[src/rtl/dds_pkg.sv]
// Shared definitions for the DDS -> PWM output chain.
package dds_pkg;

  // Default sample width; one PWM period lasts 2**DATA_W clocks.
  localparam int DATA_W_DEF = 8;

  // PWM stage run-state encoding.
  typedef enum logic [1:0] {
    ST_IDLE = 2'd0,
    ST_RUN  = 2'd1,
    ST_STOP = 2'd2
  } pwm_state_e;

endpackage

[src/rtl/pwm_counter.sv]
// Free-running PWM period counter. It holds while disabled, and it
// flags the last clock of each period.
module pwm_counter #(
  parameter int W = 8
) (
  input  logic         clk,
  input  logic         rst,
  input  logic         en,
  output logic [W-1:0] cnt,
  output logic         wrap
);

  // Count up while enabled. The counter wraps naturally at 2**W-1 -> 0.
  always_ff @(posedge clk or negedge rst) begin
    if (!rst)    cnt <= '0;
    else if (en) cnt <= cnt + W'(1);
  end

  // This is the period boundary. It is only meaningful while the counter advances.
  assign wrap = en && (cnt == '1);

endmodule

[src/rtl/pwm_dac_stage.sv]
// PWM DAC stage. It turns DDS samples into a single-bit PWM stream.
// A sample is accepted into a holding register, then promoted to the
// active duty register only at a period boundary (or when starting from idle).
module pwm_dac_stage
  import dds_pkg::*;
#(
  parameter int DATA_W    = DATA_W_DEF,
  parameter bit SIGNED_IN = 1'b0
) (
  input  logic              clk,
  input  logic              rst,
  input  logic              en,
  input  logic [DATA_W-1:0] sample_in,
  input  logic              sample_valid,
  output logic              sample_ready,
  output logic              pwm_out,
  output logic              period_done,
  output logic              underrun,
  output logic              busy
);

  localparam logic [DATA_W-1:0] MSB_MASK = {1'b1, {(DATA_W-1){1'b0}}};

  pwm_state_e        state;
  logic [DATA_W-1:0] cnt;
  logic              wrap;
  logic [DATA_W-1:0] hold;
  logic              hold_full;
  logic [DATA_W-1:0] duty;
  logic [DATA_W-1:0] cap_val;
  logic              capture;
  logic              start;
  logic              load;

  // The counter runs in RUN and STOP. It sits at 0 in IDLE.
  pwm_counter #(.W(DATA_W)) u_cnt (
    .clk  (clk),
    .rst  (rst),
    .en   (state != ST_IDLE),
    .cnt  (cnt),
    .wrap (wrap)
  );

  // Two's complement input becomes offset binary by flipping the MSB.
  assign cap_val      = SIGNED_IN ? (sample_in ^ MSB_MASK) : sample_in;
  assign sample_ready = ~hold_full;
  assign capture      = sample_valid && ~hold_full;
  assign start        = (state == ST_IDLE) && en;
  // A full hold is promoted at every boundary, and on leaving idle.
  // A sample arriving on the same edge only becomes visible next boundary.
  assign load         = (wrap || start) && hold_full;

  assign period_done  = wrap;
  assign underrun     = wrap && ~hold_full;

  // Holding register. A capture always wins and keeps it full.
  // Otherwise promotion empties it.
  always_ff @(posedge clk or negedge rst) begin
    if (!rst) begin
      hold      <= '0;
      hold_full <= 1'b0;
    end else if (capture) begin
      hold      <= cap_val;
      hold_full <= 1'b1;
    end else if (load) begin
      hold_full <= 1'b0;
    end
  end

  // Active duty changes only at a promotion, so there is never a mid-period change.
  always_ff @(posedge clk or negedge rst) begin
    if (!rst)      duty <= '0;
    else if (load) duty <= hold;
  end

  // Run-state FSM. busy is registered alongside the state it reflects.
  always_ff @(posedge clk or negedge rst) begin
    if (!rst) begin
      state <= ST_IDLE;
      busy  <= 1'b0;
    end else begin
      case (state)
        ST_IDLE: if (en) begin
          state <= ST_RUN;
          busy  <= 1'b1;
        end
        ST_RUN: if (!en) begin
          // Dropping en on the very last clock needs no drain period.
          if (wrap) begin
            state <= ST_IDLE;
            busy  <= 1'b0;
          end else begin
            state <= ST_STOP;
          end
        end
        ST_STOP: begin
          if (en) begin
            state <= ST_RUN;
          end else if (wrap) begin
            state <= ST_IDLE;
            busy  <= 1'b0;
          end
        end
        default: begin
          state <= ST_IDLE;
          busy  <= 1'b0;
        end
      endcase
    end
  end

  // Registered compare. The output lags cnt by one clock and is forced low in idle.
  always_ff @(posedge clk or negedge rst) begin
    if (!rst) pwm_out <= 1'b0;
    else      pwm_out <= (state != ST_IDLE) && (cnt < duty);
  end

endmodule

[config.mk]
export PLATFORM = sky130hd
export DESIGN_NAME = pwm_dac_stage
export DESIGN_NICKNAME = d
export VERILOG_FILES = /design/src/rtl/dds_pkg.sv /design/src/rtl/pwm_counter.sv /design/src/rtl/pwm_dac_stage.sv
export SDC_FILE = /design/constraint.sdc
export NUM_CORES = 1
export LEC_CHECK = 0
export ABC_AREA = 0
export BUFFER_PORTS_ARGS = -buffer_cell sky130_fd_sc_hd__buf_2
export CAP_MARGIN = 20
export CORE_ASPECT_RATIO = 0.9
export CORE_MARGIN = 2
export CORE_UTILIZATION = 50
export CTS_BUF_LIST = sky130_fd_sc_hd__clkbuf_8
export CTS_CLUSTER_SIZE = 24
export DETAILED_ROUTE_END_ITERATION = 8
export PLACE_DENSITY = 0.7
export SLEW_MARGIN = 20
export SYNTH_ARGS = -nofsm -noshare
export SYNTH_HDL_FRONTEND = slang
export SYNTH_SLANG_ARGS = --single-unit
[constraint.sdc]
create_clock -name clk -period 2.4 [get_ports clk]
set_input_delay 0.6 -clock clk [delete_from_list [all_inputs] [get_ports clk]]
set_output_delay 0.6 -clock clk [all_outputs]
set_load 0.02 [all_outputs]
# [After elaboration in Yosys (flattened, before gate mapping)]
# Index checks and enable logic that the tools add are counted.
[totals] in_bits=12 reg_bits=29 out_inout_bits=5
[op_classes] n_addsub=1 magnitude_cmp=1 reduce_logical=13 n_bitwise=1 n_eq_ne=8 mux=12
[ops] op="$mux W2" n=5
[ops] op="$add A8 B1 Y8 const B" n=1
[ops] op="$eq A8 B8 Y1 const B" n=1
[ops] op="$lt A8 B8 Y1" n=1
[ops] op="$logic_and A1 B1 Y1" n=6
[ops] op="$ne A2 B2 Y1 const B" n=3
[ops] op="$pmux W2 S3" n=1
[ops] op="$reduce_and A3 Y1" n=2
[ops] op="$mux W1" n=5
[ops] op="$reduce_bool A2 Y1" n=2
[ops] op="$ne A3 B3 Y1 const B" n=1
[ops] op="$eq A2 B1 Y1 const B" n=1
[ops] op="$eq A2 B2 Y1 const B" n=1
[ops] op="$logic_not A2 Y1" n=1
[ops] op="$ne A2 B1 Y1 const B" n=1
[ops] op="$pmux W1 S2" n=1
[ops] op="$reduce_or A2 Y1" n=1
[ops] op="$logic_or A1 B1 Y1" n=1
[ops] op="$not A1 Y1" n=1

# [Depth between registers and ports, before layout]
[depth] ltp_word=6 ltp_mapped=7 mapped_depth_nobuf=6

# [Hierarchy]
# Synthesis repeated with hierarchy kept, for this count alone.
[hier_totals] hier_cells=117 hier_area_um2=1466.4
[by_module_without_submodules] mod="pwm_dac_stage" instances=1 area_per_inst_um2=1107.3 cells_each=87
[by_module_without_submodules] mod="pwm_counter" instances=1 area_per_inst_um2=359.1 cells_each=30

# [Worst setup path before layout]
# Ideal clock, no wire load.
[synth_timing] path_kind="register -> output" from="register state[0]" to="output port underrun" path_slack_ps=463 t_required_ps=1800 path_stages_with_launch=6 arrival_time_ps=1337 path_cell_list="dfrtp_1 inv_1 ha_1 and2b_2 nand4_4 nor2_1"
[synth_via] elab_chain_len=3
[synth_lines] item="from (decl)" line="pwm_dac_stage.sv:24" rtl="pwm_state_e state;"
[synth_lines] item="from (signal assigned)" line="pwm_dac_stage.sv:79" rtl="state <= ST_IDLE;"
[synth_lines] item="from (signal assigned)" line="pwm_dac_stage.sv:84" rtl="state <= ST_RUN;"
[synth_lines] item="from (signal assigned)" line="pwm_dac_stage.sv:90" rtl="state <= ST_IDLE;"
[synth_lines] item="$reduce_bool A2 Y1" line="pwm_dac_stage.sv:39" rtl=".en (state != ST_IDLE),"
[synth_lines] item="$logic_and A1 B1 Y1" line="pwm_counter.sv:20" rtl="assign wrap = en && (cnt == '1);"
[synth_lines] item="$logic_and A1 B1 Y1" line="pwm_dac_stage.sv:54" rtl="assign underrun = wrap && ~hold_full;"
[synth_lines] item="to (decl)" line="pwm_dac_stage.sv:18" rtl="output logic underrun,"
# Every way passes these cells.

# [Final worst setup path]
# Ends and elaborated chain as after synthesis.

==> flow_summary_export.csv <==
group,metric,value,unit
power,leakagePower,0.879,nW
sta,whs,0.326,ns
setup_path,critPathTopFamily,"simple AND/OR/NAND/NOR gates",
grt,grt.total_usage,16.4,%
place,io_buffers,16,
clock_tree,cts_sinks,29,
clock_tree,numCtsBuffers,5,
setup_path,worst_path_largest_cell_delay,0.40,ns
detailed_routing,routed_via_density,5.15,
detailed_routing,drc,0,
synthesis,seq_area_frac_synth,48.9,%
power,p_per_area,1310,nW/um^2
final_layout,diodes,0,
floorplanning,rows,18,
synthesis,ys_ff_latch,29,
power,irDropWorstVdd,0.000671,V
sta,tightest_slew,0.616,ns
grt,grt_pass1_vias,892,
sta,finalSetupTns,0,ns
sta,fin_crit,2.27,ns
sta,hold_viol,0,
synthesis,syn-num-nets,143,
power,p_int,1.54,mW
clock_tree,clock_latency,0.28,ns
clock_tree,cts_root_buf,"clkbuf_8",
detailed_routing,ant_nets,0,
synthesis,synth_edf_count,0,
synthesis,syn_inst,119,
sta,setup_violations,0,
synthesis,ys_types,32,
setup_path,worstPathRequired,1.80,ns
detailed_routing,routed_wl,2390,um
clock_tree,cts_tree,"built",
final_layout,drive_gt1_share,34.0,%
sta,finalMaxSlewViolations,0,
synthesis,synthesis.area,1480,um^2
synthesis,synth.avg_cell_area,12.5,um^2
power,seqPwrFrac,39.4,%
synthesis,yosys_warnings,0,
final_layout,area_growth,17.0,%
worst_hold_path,min_path_type,"input port to async pin",
setup_path,cp-end-kind,"output pin",
setup_path,worst_setup_path_start_kind,"flip-flop",
detailed_routing,drt_iter0_drc,32,
setup_path,critical_path_class,"flip-flop to output pin",
power,combPwrFrac,37.9,%
floorplanning,die_x,61.4,um
run,drv_cap,0,
setup_path,path_depth,6,
final_layout,final_cell_mix,"dfrtp_1, buf_2, inv_1, ha_1, mux2_2",
final_layout,layout_commonest_cell,"dfrtp_1",
detailed_routing,firstDrtPassIters,4,
setup_path,r2r_cells,6,
setup_path,critPathArrivalTime,1.67,ns
grt,grt_overflow,0,
synthesis,synth_top_area_cell,"dfrtp_1",
setup_path,cp_slowest_cell,"dfrtp_1",
power,power_frac_clock,22.7,%
sta,period_share,94.5,%
grt,grt_max_degree,30,
floorplanning,core,2790,um^2
floorplanning,start_util,53.1,%
setup_path,critPathBufInv,2,
synthesis,synth_top_flop_cell,"dfrtp_1",
power,power,2.27,mW
sta,fmax,0.441,GHz
synthesis,postSynth.asyncResetShare,100,%
grt,grt_pass1_wl,4020,um
power,p_sw,0.730,mW
clock_tree,cts_resized,0,
power,p_sw_share,32.2,%
sta,clock_skew,0.00692,ns
setup_path,crit_fanout,6,
detailed_routing,vias,947,
clock_tree,clock_path_buffers,2,
synthesis,synthTopCellsByArea,"dfrtp_1, ha_1, mux2_4, mux2_2, xnor2_1",
floorplanning,die_area,3420,um^2
place,gp_congestion,0.738,
clock_tree,path_clk_slew,0.06,ns
final_layout,fin_util,62.1,%
detailed_routing,wl_per_cell,13.0,um
clock_tree,cts-htree-levels,2,
synthesis,yosysTopAreaCellShare,48.9,%
sta,max-slew-margin-rel,59.0,%
floorplanning,die_h,55.7,um
floorplanning,io_pins,17,
grt,antenna_found_initial,0,
outcome,outcome,"finished clean",
setup_path,path_cells,"inv_1 -> ha_1 -> and2b_2 -> nand4_4 -> nor2_1 -> buf_2",
final_layout,nets,167,
place,dp_hpwl,1760,um
[state kept, by name, indices dropped and copies added (netlist names)]
| signal | flops |
|---|---|
| busy | 1 |
| duty | 8 |
| state | 2 |
| pwm_out | 1 |
| u_cnt.cnt | 8 |
| hold_full | 1 |
| hold | 8 |
[cell families (layout without fill, tap and decap cells)]
group | count (synthesis) | after routing | share of synthesized area (%)
AO/OA/AOI/OAI | 14 | 14 | 6.41
multiplexers | 19 | 19 | 16.3
XOR/XNOR | 7 | 7 | 4.14
buffers and inverters | 15 | 40 | 4.89
flip-flops | 29 | 29 | 48.9
AND/OR/NAND/NOR | 23 | 23 | 9.20
adder cells (fa/ha/maj) | 12 | 12 | 10.1
[power groups by stage]
stage,Sequential (mW),Clock [mW],Combinational [mW]
2_1_floorplan,0.877,0,0.681
3_3_place_gp,0.895,0,0.797
3_5_place_dp,0.907,0,0.837
4_1_cts,0.898,0.533,0.844
5_1_grt,0.925,0.553,0.960
6_report,0.895,0.514,0.861
[through the flow]
step                setup WS (ns)  std cells  cell area, um^2
floorplan                   0.463        119             1480
global placement            0.478        173             1600
detailed placement          0.426        173             1600
CTS                         0.116        181             1710
global route            -0.000901        184             1740
finish                      0.132        184             1740
[repair_timing]
| action | CTS | global route |
|---|---|---|
| endpoints found under the hold margin | 0 | 0 |
| setup buffers | 0 | 3 |
| setup endpoints to repair | 0 | 1 |
| hold buffers | 0 | 0 |
[synthesized netlist by cell type, types with 2 or more instances]
| library cell | number |
|---|---|
| xnor2_1 | 6 |
| nor2_1 | 6 |
| dfrtp_1 | 29 |
| mux2_4 | 8 |
| a21oi_1 | 4 |
| inv_1 | 11 |
| ha_1 | 12 |
| nand3_1 | 3 |
| nand2_1 | 5 |
| nand2b_1 | 2 |
| a211oi_1 | 2 |
| buf_6 | 2 |
| mux2_2 | 9 |
| mux2i_1 | 2 |
[layout make-up]
| cell class | count | area, um^2 |
|---|---|---|
| fill | 250 | 1060 |
| sequential | 29 | 726 |
| multi-input combinational | 75 | 684 |
| timing repair buffer | 21 | 118 |
| clock buffer | 6 | 82.6 |
| tap | 40 | 50.0 |
| inverter | 11 | 41.3 |
| clock inverter | 2 | 33.8 |
[final timing paths]
| check | from | endpoint | slack, ns |
|---|---|---|---|
| max | state[0] | underrun | 0.13 |
| min | rst | u_cnt.cnt[6] | 0.33 |
| max reg2reg | state[1] | duty[5] | 0.42 |
| min reg2reg | u_cnt.cnt[0] | u_cnt.cnt[0] | 0.50 |
| max in group asynchronous | rst | duty[4] | 1.66 |
| min in group clk | u_cnt.cnt[0] | u_cnt.cnt[0] | 0.50 |
[worst register-to-register path: cells and delay by family (launching register included)]
kind | cells | cell delay [ns]
AOI/OAI and AO/OA | 1 | 0.43
adders and majority gates | 1 | 0.17
buffers and inverters | 1 | 0.11
DFF | 1 | 0.41
muxes | 1 | 0.35
and+or+nand+nor | 2 | 0.39
[layer usage]
layer	vias to the layer above	GRT usage [%]	part of all wire [%]
met2	16	23.1	45
met5	-	0	0
met3	9	7.67	4.3
li1	463	-	-
met1	459	21.0	47
met4	0	7.90	2.8
Power figures use the tool's default switching activity.
